File: src/rtl/mvm_pkg.sv
`default_nettype none
// +------------------------------------------------------------------+
// | mvm_pkg : shared state encoding and default widths for mvm_ctrl  |
// | Rev 1.0                                                          |
// +------------------------------------------------------------------+
package mvm_pkg;

  localparam int MAX_ROWS = 64;
  localparam int MAX_COLS = 64;
  localparam int ACCUMW   = 32;

  typedef enum logic [1:0] {
    S_IDLE  = 2'd0,
    S_ISSUE = 2'd1,
    S_DRAIN = 2'd2,
    S_DONE  = 2'd3
  } state_t;

endpackage
`default_nettype wire

File: src/rtl/mvm_if.sv
`default_nettype none
// +------------------------------------------------------------------+
// | mvm_if : config, memory, datapath and output-write bundle        |
// | Rev 1.0                                                          |
// +------------------------------------------------------------------+
interface mvm_if #(
  parameter int ACCUMW = mvm_pkg::ACCUMW,
  parameter int ROWW   = $clog2(mvm_pkg::MAX_ROWS + 1),
  parameter int COLW   = $clog2(mvm_pkg::MAX_COLS + 1),
  parameter int MADDRW = $clog2(mvm_pkg::MAX_ROWS * mvm_pkg::MAX_COLS)
);
  logic              start;
  logic [ROWW-1:0]   cfg_rows;
  logic [COLW-1:0]   cfg_cols;
  logic              busy;
  logic              done;
  logic              mem_ren;
  logic [MADDRW-1:0] mat_raddr;
  logic [COLW-1:0]   vec_raddr;
  logic              dp_ivalid;
  logic              dp_first;
  logic              dp_last;
  logic              dp_ovalid;
  logic [ACCUMW-1:0] dp_result;
  logic              out_wen;
  logic [ROWW-1:0]   out_waddr;
  logic [ACCUMW-1:0] out_wdata;

  modport master (
    output start, cfg_rows, cfg_cols, dp_ovalid, dp_result,
    input  busy, done, mem_ren, mat_raddr, vec_raddr,
           dp_ivalid, dp_first, dp_last, out_wen, out_waddr, out_wdata
  );

  modport slave (
    input  start, cfg_rows, cfg_cols, dp_ovalid, dp_result,
    output busy, done, mem_ren, mat_raddr, vec_raddr,
           dp_ivalid, dp_first, dp_last, out_wen, out_waddr, out_wdata
  );
endinterface
`default_nettype wire

File: src/rtl/mvm_addr_gen.sv
`default_nettype none
// +------------------------------------------------------------------+
// | mvm_addr_gen : row/col/linear read counters and issue pipeline   |
// | Rev 1.0                                                          |
// +------------------------------------------------------------------+
module mvm_addr_gen #(
  parameter int ROWW   = 7,
  parameter int COLW   = 7,
  parameter int MADDRW = 12
) (
  input  wire logic              clk,
  input  wire logic              rst,
  input  wire logic              i_load,
  input  wire logic              i_adv,
  input  wire logic [ROWW-1:0]   i_rows,
  input  wire logic [COLW-1:0]   i_cols,
  output logic      [MADDRW-1:0] o_maddr,
  output logic      [COLW-1:0]   o_col,
  output logic                   o_last_elem,
  output logic                   o_ivalid,
  output logic                   o_first,
  output logic                   o_last
);

  logic [ROWW-1:0]   r_row;
  logic [COLW-1:0]   r_col;
  logic [MADDRW-1:0] r_maddr;
  logic              r_ivalid;
  logic              r_first;
  logic              r_last;
  logic              w_col_last;
  logic              w_row_last;

  assign w_col_last = (r_col == i_cols - COLW'(1));
  assign w_row_last = (r_row == i_rows - ROWW'(1));

  always_ff @(posedge clk or negedge rst) begin
    if (!rst) begin
      r_row    <= '0;
      r_col    <= '0;
      r_maddr  <= '0;
      r_ivalid <= 1'b0;
      r_first  <= 1'b0;
      r_last   <= 1'b0;
    end else begin
      if (i_load) begin
        r_row   <= '0;
        r_col   <= '0;
        r_maddr <= '0;
      end else if (i_adv) begin
        // linear address runs alongside row/col so no multiplier is needed
        r_maddr <= r_maddr + MADDRW'(1);
        if (w_col_last) begin
          r_col <= '0;
          r_row <= r_row + ROWW'(1);
        end else begin
          r_col <= r_col + COLW'(1);
        end
      end
      // delayed one cycle to line up with the registered memory read data
      r_ivalid <= i_adv;
      r_first  <= i_adv && (r_col == '0);
      r_last   <= i_adv && w_col_last;
    end
  end

  assign o_maddr     = r_maddr;
  assign o_col       = r_col;
  assign o_last_elem = w_row_last && w_col_last;
  assign o_ivalid    = r_ivalid;
  assign o_first     = r_first;
  assign o_last      = r_last;

endmodule
`default_nettype wire

File: src/rtl/mvm_ctrl.sv
`default_nettype none
// +------------------------------------------------------------------+
// | mvm_ctrl : matrix-vector pass sequencer with result write-back   |
// | Rev 1.0                                                          |
// +------------------------------------------------------------------+
module mvm_ctrl #(
  parameter int MAX_ROWS = mvm_pkg::MAX_ROWS,
  parameter int MAX_COLS = mvm_pkg::MAX_COLS,
  parameter int ACCUMW   = mvm_pkg::ACCUMW,
  parameter int ROWW     = $clog2(MAX_ROWS + 1),
  parameter int COLW     = $clog2(MAX_COLS + 1),
  parameter int MADDRW   = $clog2(MAX_ROWS * MAX_COLS)
) (
  input  wire logic clk,
  input  wire logic rst,
  mvm_if.slave      bus
);
  import mvm_pkg::*;

  state_t          r_state;
  logic [ROWW-1:0] r_rows;
  logic [COLW-1:0] r_cols;
  logic [ROWW-1:0] r_res_cnt;
  logic            w_accept;
  logic            w_adv;
  logic            w_res_ok;
  logic            w_last_elem;

  assign w_accept = (r_state == S_IDLE) && bus.start;
  assign w_adv    = (r_state == S_ISSUE);
  assign w_res_ok = bus.dp_ovalid && ((r_state == S_ISSUE) || (r_state == S_DRAIN));

  mvm_addr_gen #(
    .ROWW   (ROWW),
    .COLW   (COLW),
    .MADDRW (MADDRW)
  ) u_addr_gen (
    .clk         (clk),
    .rst         (rst),
    .i_load      (w_accept),
    .i_adv       (w_adv),
    .i_rows      (r_rows),
    .i_cols      (r_cols),
    .o_maddr     (bus.mat_raddr),
    .o_col       (bus.vec_raddr),
    .o_last_elem (w_last_elem),
    .o_ivalid    (bus.dp_ivalid),
    .o_first     (bus.dp_first),
    .o_last      (bus.dp_last)
  );

  always_ff @(posedge clk or negedge rst) begin
    if (!rst) begin
      r_state   <= S_IDLE;
      r_rows    <= '0;
      r_cols    <= '0;
      r_res_cnt <= '0;
    end else begin
      case (r_state)
        S_IDLE: begin
          if (bus.start) begin
            r_rows    <= bus.cfg_rows;
            r_cols    <= bus.cfg_cols;
            r_res_cnt <= '0;
            r_state   <= ((bus.cfg_rows == '0) || (bus.cfg_cols == '0)) ? S_DONE : S_ISSUE;
          end
        end
        S_ISSUE: begin
          if (w_last_elem) r_state <= S_DRAIN;
        end
        S_DRAIN: begin
          // completion keys off the result count, so datapath latency is free
          if ((w_res_ok && (r_res_cnt == r_rows - ROWW'(1))) || (r_res_cnt == r_rows))
            r_state <= S_DONE;
        end
        S_DONE:  r_state <= S_IDLE;
        default: r_state <= S_IDLE;
      endcase
      if (w_res_ok) r_res_cnt <= r_res_cnt + ROWW'(1);
    end
  end

  assign bus.busy      = (r_state != S_IDLE);
  assign bus.done      = (r_state == S_DONE);
  assign bus.mem_ren   = (r_state == S_ISSUE);
  assign bus.out_wen   = w_res_ok;
  assign bus.out_waddr = r_res_cnt;
  assign bus.out_wdata = bus.dp_result;

endmodule
`default_nettype wire

File: src/flat_wrapper.sv
// flat-port wrapper written by rule: the top's interface ports become plain ports
module mvm_ctrl_flat import mvm_pkg::*;
#(
  parameter int MAX_ROWS = mvm_pkg::MAX_ROWS,
  parameter int MAX_COLS = mvm_pkg::MAX_COLS,
  parameter int ACCUMW   = mvm_pkg::ACCUMW,
  parameter int ROWW     = $clog2(MAX_ROWS + 1),
  parameter int COLW     = $clog2(MAX_COLS + 1),
  parameter int MADDRW   = $clog2(MAX_ROWS * MAX_COLS)
)
  (clk, rst, bus_start, bus_cfg_rows, bus_cfg_cols, bus_dp_ovalid, bus_dp_result, bus_busy, bus_done, bus_mem_ren, bus_mat_raddr, bus_vec_raddr, bus_dp_ivalid, bus_dp_first, bus_dp_last, bus_out_wen, bus_out_waddr, bus_out_wdata);
  mvm_if #(.ACCUMW(ACCUMW), .ROWW(ROWW), .COLW(COLW), .MADDRW(MADDRW)) bus_i ();
  input  wire logic clk;
  input  wire logic rst;
  input wire logic [$bits(bus_i.start)-1:0] bus_start;
  input wire logic [$bits(bus_i.cfg_rows)-1:0] bus_cfg_rows;
  input wire logic [$bits(bus_i.cfg_cols)-1:0] bus_cfg_cols;
  input wire logic [$bits(bus_i.dp_ovalid)-1:0] bus_dp_ovalid;
  input wire logic [$bits(bus_i.dp_result)-1:0] bus_dp_result;
  output wire logic [$bits(bus_i.busy)-1:0] bus_busy;
  output wire logic [$bits(bus_i.done)-1:0] bus_done;
  output wire logic [$bits(bus_i.mem_ren)-1:0] bus_mem_ren;
  output wire logic [$bits(bus_i.mat_raddr)-1:0] bus_mat_raddr;
  output wire logic [$bits(bus_i.vec_raddr)-1:0] bus_vec_raddr;
  output wire logic [$bits(bus_i.dp_ivalid)-1:0] bus_dp_ivalid;
  output wire logic [$bits(bus_i.dp_first)-1:0] bus_dp_first;
  output wire logic [$bits(bus_i.dp_last)-1:0] bus_dp_last;
  output wire logic [$bits(bus_i.out_wen)-1:0] bus_out_wen;
  output wire logic [$bits(bus_i.out_waddr)-1:0] bus_out_waddr;
  output wire logic [$bits(bus_i.out_wdata)-1:0] bus_out_wdata;
  assign bus_i.start = bus_start;
  assign bus_i.cfg_rows = bus_cfg_rows;
  assign bus_i.cfg_cols = bus_cfg_cols;
  assign bus_i.dp_ovalid = bus_dp_ovalid;
  assign bus_i.dp_result = bus_dp_result;
  assign bus_busy = bus_i.busy;
  assign bus_done = bus_i.done;
  assign bus_mem_ren = bus_i.mem_ren;
  assign bus_mat_raddr = bus_i.mat_raddr;
  assign bus_vec_raddr = bus_i.vec_raddr;
  assign bus_dp_ivalid = bus_i.dp_ivalid;
  assign bus_dp_first = bus_i.dp_first;
  assign bus_dp_last = bus_i.dp_last;
  assign bus_out_wen = bus_i.out_wen;
  assign bus_out_waddr = bus_i.out_waddr;
  assign bus_out_wdata = bus_i.out_wdata;
  mvm_ctrl #(.MAX_ROWS(MAX_ROWS), .MAX_COLS(MAX_COLS), .ACCUMW(ACCUMW), .ROWW(ROWW), .COLW(COLW), .MADDRW(MADDRW)) u_core (.clk(clk), .rst(rst), .bus(bus_i));
endmodule
File: config.mk
export PLATFORM = sky130hd
export DESIGN_NAME = mvm_ctrl_flat
export DESIGN_NICKNAME = d
export VERILOG_FILES = /design/src/rtl/mvm_pkg.sv /design/src/rtl/mvm_if.sv /design/src/rtl/mvm_addr_gen.sv /design/src/rtl/mvm_ctrl.sv /design/src/flat_wrapper.sv
export SDC_FILE = /design/constraint.sdc
export NUM_CORES = 1
export LEC_CHECK = 0
export ABC_AREA = 1
export CORE_AREA = 2 2 87 89
export CTS_CLUSTER_SIZE = 30
export DETAILED_ROUTE_END_ITERATION = 16
export DIE_AREA = 0 0 89 91
export PLACE_DENSITY = 0.95
export RECOVER_POWER = 25
export SLEW_MARGIN = 15
export SYNTH_ARGS = -nofsm -noshare
export SYNTH_HDL_FRONTEND = slang
export SYNTH_SLANG_ARGS = --single-unit
File: constraint.sdc
create_clock -name clk -period 3.4 [get_ports clk]
set_input_delay 0.34 -clock clk [delete_from_list [all_inputs] [get_ports clk]]
set_output_delay 0.34 -clock clk [all_outputs]
set_load 0.02 [all_outputs]
==> metrics.cfg <==
[run_status]
status = finished with violations
violations = max-capacitance violations, max-slew violations

[route]
wire_per_inst_um = 12.66
detail-route-antenna-nets = 0
drcViolationCount = 0
vias = 3165
drt_iter0_drc = 173
dr.pass1.iters = 5
wl_mm = 7.786
viasPerCell = 5.146

[logic_synthesis]
seq_area_frac_synth_pct = 37.25
yosys.area.top_type = dfrtp_1
yosysWarnings = 0
synth_top_area_share_pct = 37.25
synth_nets = 556
synth_area_leaders = dfrtp_1, nand2_1, buf_4
netlist_area_sq_um = 3493
ys_types = 32
synth_cells = 494
avgSynthCellArea_sq_um = 7.072
synth-seq-cells = 52

[global_routing]
first_global_vias = 3014
overflow = 0
antenna_found_initial = 0
grt_pass1_wl_mm = 13.06
grt_max_degree = 40
grt.total_usage_pct = 19.88

[finish]
final_cell_area_sq_um = 3951
fillers = 657
drive_above_1_share_pct = 7.752
nNetsFinal = 577
antenna_cells = 0
fin_cells = 615
area_growth_syn_to_layout_pct = 13.11

[critical_path]
crit_buf_inv = 3
cp_max_fo = 9
crit_chain = inv_1 -> ha_1 -> nand2_1 -> clkinv_1 -> clkdlybuf4s50_1
max_stage_delay_ns = 0.61
cp_data_required_time_ns = 3.06
path_class = flop to output port
crit_family = buffers and inverters
arrival_ns = 2.15
startpoint_type = flop
slowest_stage = clkdlybuf4s50_1
cp-end-kind = output port

[timing]
period_share_pct = 73.30
layout_setup_ws_ns = 0.9077
clock.fmax_mhz = 401.2
setup_viol = 0
slew_headroom_pct = -37.34
whs_ns = 0.4863
skew_ns = 0.006702
hold_viol_final = 0
grt_setup_unrepaired = false
finalMaxSlewViolations = 40
final.setup.tns_ns = 0
min_period_ns = 2.492
worst_pin_slew_ns = 2.060

[run]
drv_cap = 1

[clock_network]
clk_pin_slew_ns = 0.10
tritoncts = done
clk_latency_ns = 0.30
cts_setup_buffers = 0
cts_num_sinks = 52
ctsResizeCount = 0
clock_path_buffers = 2
cts_buffers = 5
hold_buffers = 0
htreeDepth = 2
cts-root-buf = clkbuf_8

[floorplan]
rows = 31
coreArea_sq_um = 7137
die_area_sq_um = 8099
die_x_um = 89
fp.dieH_um = 91
start_util_pct = 48.95
io_pins = 115

[placed_design]
dp.cells = 607
portBuffers = 50
placed_area_sq_um = 3856
place_ws_ns = 1.258
dpl.hpwl_mm = 5.954
place.gp.congestion = 0.9049

[worst_hold_path]
min_path_type = flop to flop

[pwr]
powerDensity_nw_per_um2 = 760.9
ir_drop_v = 0.0005125
p_leak_nw = 1.973

## through the flow
| step | utilization [%] | total power [mW] |
|---|---|---|
| final | 55.36 | 3.007 |
| after CTS | 55.38 | 3.002 |
| after detailed placement | 54.03 | 2.614 |
| after global placement | 54.03 | 2.519 |
| after global routing | 55.36 | 3.288 |
| after floorplan | - | 2.195 |
## path summary, 6_finish.rpt
check / startpoint / end / slack [ns] / cells after the start
min in group asynchronous: rst / u_core.r_rows[5]$_DFFE_PN0P_ / 0.61 / 1
min: u_core.u_addr_gen.o_maddr[11]$_DFFE_PN0P_ / u_core.u_addr_gen.o_maddr[11]$_DFFE_PN0P_ / 0.49 / 1
max in group asynchronous: rst / u_core.u_addr_gen.o_maddr[1]$_DFFE_PN0P_ / 1.61 / 1
max reg2reg: u_core.r_state[1]$_DFFE_PN0P_ / u_core.u_addr_gen.o_maddr[11]$_DFFE_PN0P_ / 1.35 / 12
max: u_core.r_state[0]$_DFFE_PN0P_ / bus_out_wen / 0.91 / 5
min reg2reg: u_core.u_addr_gen.o_maddr[11]$_DFFE_PN0P_ / u_core.u_addr_gen.o_maddr[11]$_DFFE_PN0P_ / 0.49 / 1
## where the power goes
part | switching, mW | internal (mW)
registers | 0.233 | 0.787
clock network | 0.212 | 0.167
logic | 0.991 | 0.617
## cell type report
cell class / count / area [sq um] / share of cell area, %
tap: 99 / 123.9 / 3.135
clock buffer: 6 / 82.58 / 2.090
inverter: 76 / 285.3 / 7.220
multi-input combinational: 327 / 1628 / 41.20
timing repair buffer: 53 / 516.7 / 13.08
sequential: 52 / 1301 / 32.93
clock inverter: 2 / 13.76 / 0.3483
## cells in the mapped netlist (all sizes together)
master  count
inv        72
nor2       54
nor3        4
nand3b      2
o221ai      1
ha         12
nand3      35
o21ai      37
xnor2       2
nor4        1
a31oi       1
a21oi      11
or2         2
nand4       8
clkinv      4
buf        35
dfrtp      52
o22ai       5
o21a        1
nand2     138
o32ai       1
clkbuf      4
xor2       12
## layer usage
layer	wire length (um)	GRT usage, %	vias up
met3	543	4.091	30
li1	-	-	1560
met5	0	0	-
met1	3288	24.99	1454
met4	238	7.711	0
met2	3715	33.02	121
## logic make-up (layout without fill, tap and decap cells)
group,count (synthesis),count (layout),share of synthesized area (%)
buf+inv,115,137,16.15
fa+ha+maj,12,12,4.298
xor+xnor,14,14,3.510
compound gates,57,57,8.668
simple gates,244,244,30.12
flops,52,52,37.25
## sequential cells by signal, indices dropped and copies added (netlist names)
| name | flops |
|---|---|
| u_core.r_rows | 7 |
| u_core.r_cols | 7 |
| u_core.u_addr_gen.o_last | 1 |
| u_core.u_addr_gen.r_row | 7 |
| u_core.r_state | 2 |
| u_core.u_addr_gen.o_first | 1 |
| u_core.bus.out_waddr | 7 |
| u_core.u_addr_gen.o_col | 7 |
| u_core.u_addr_gen.o_maddr | 12 |
| u_core.u_addr_gen.o_ivalid | 1 |
## worst reg2reg max path: stages (launching register included)
cell,delay [ns]
dfrtp_1,0.43
inv_1,0.11
ha_1,0.41
nand2_1,0.15
nor2_2,0.15
nand2_1,0.10
nor2_2,0.14
inv_2,0.05
nor2_2,0.12
nand3_1,0.09
clkinv_1,0.06
o21ai_1,0.05
a21oi_1,0.12
## placed cells by master, fill, tap and decap left out
master and instances:
clkinv_1 4, o21a_1 1, nand3b_1 2, clkinv_2 1, inv_6 1, nor4_1 1, dfrtp_1 52, o22ai_1 5
nor3_1 4, o32ai_1 1, nand3_2 1, o21ai_1 7, inv_2 13, a31oi_1 1, clkdlybuf4s50_1 49, nor2_1 45
xor2_1 12, o21ai_0 30, nand2_4 1, nand2_2 3, nand3_1 34, ha_1 12, buf_4 3, a21oi_1 11
nand4_1 8, o221ai_1 1, xnor2_1 2, inv_1 59, nand2_1 134, nor2_2 7, clkbuf_1 1, nor2_4 2
or2_2 2, clkbuf_8 6
(Power assumes the default switching activity.)
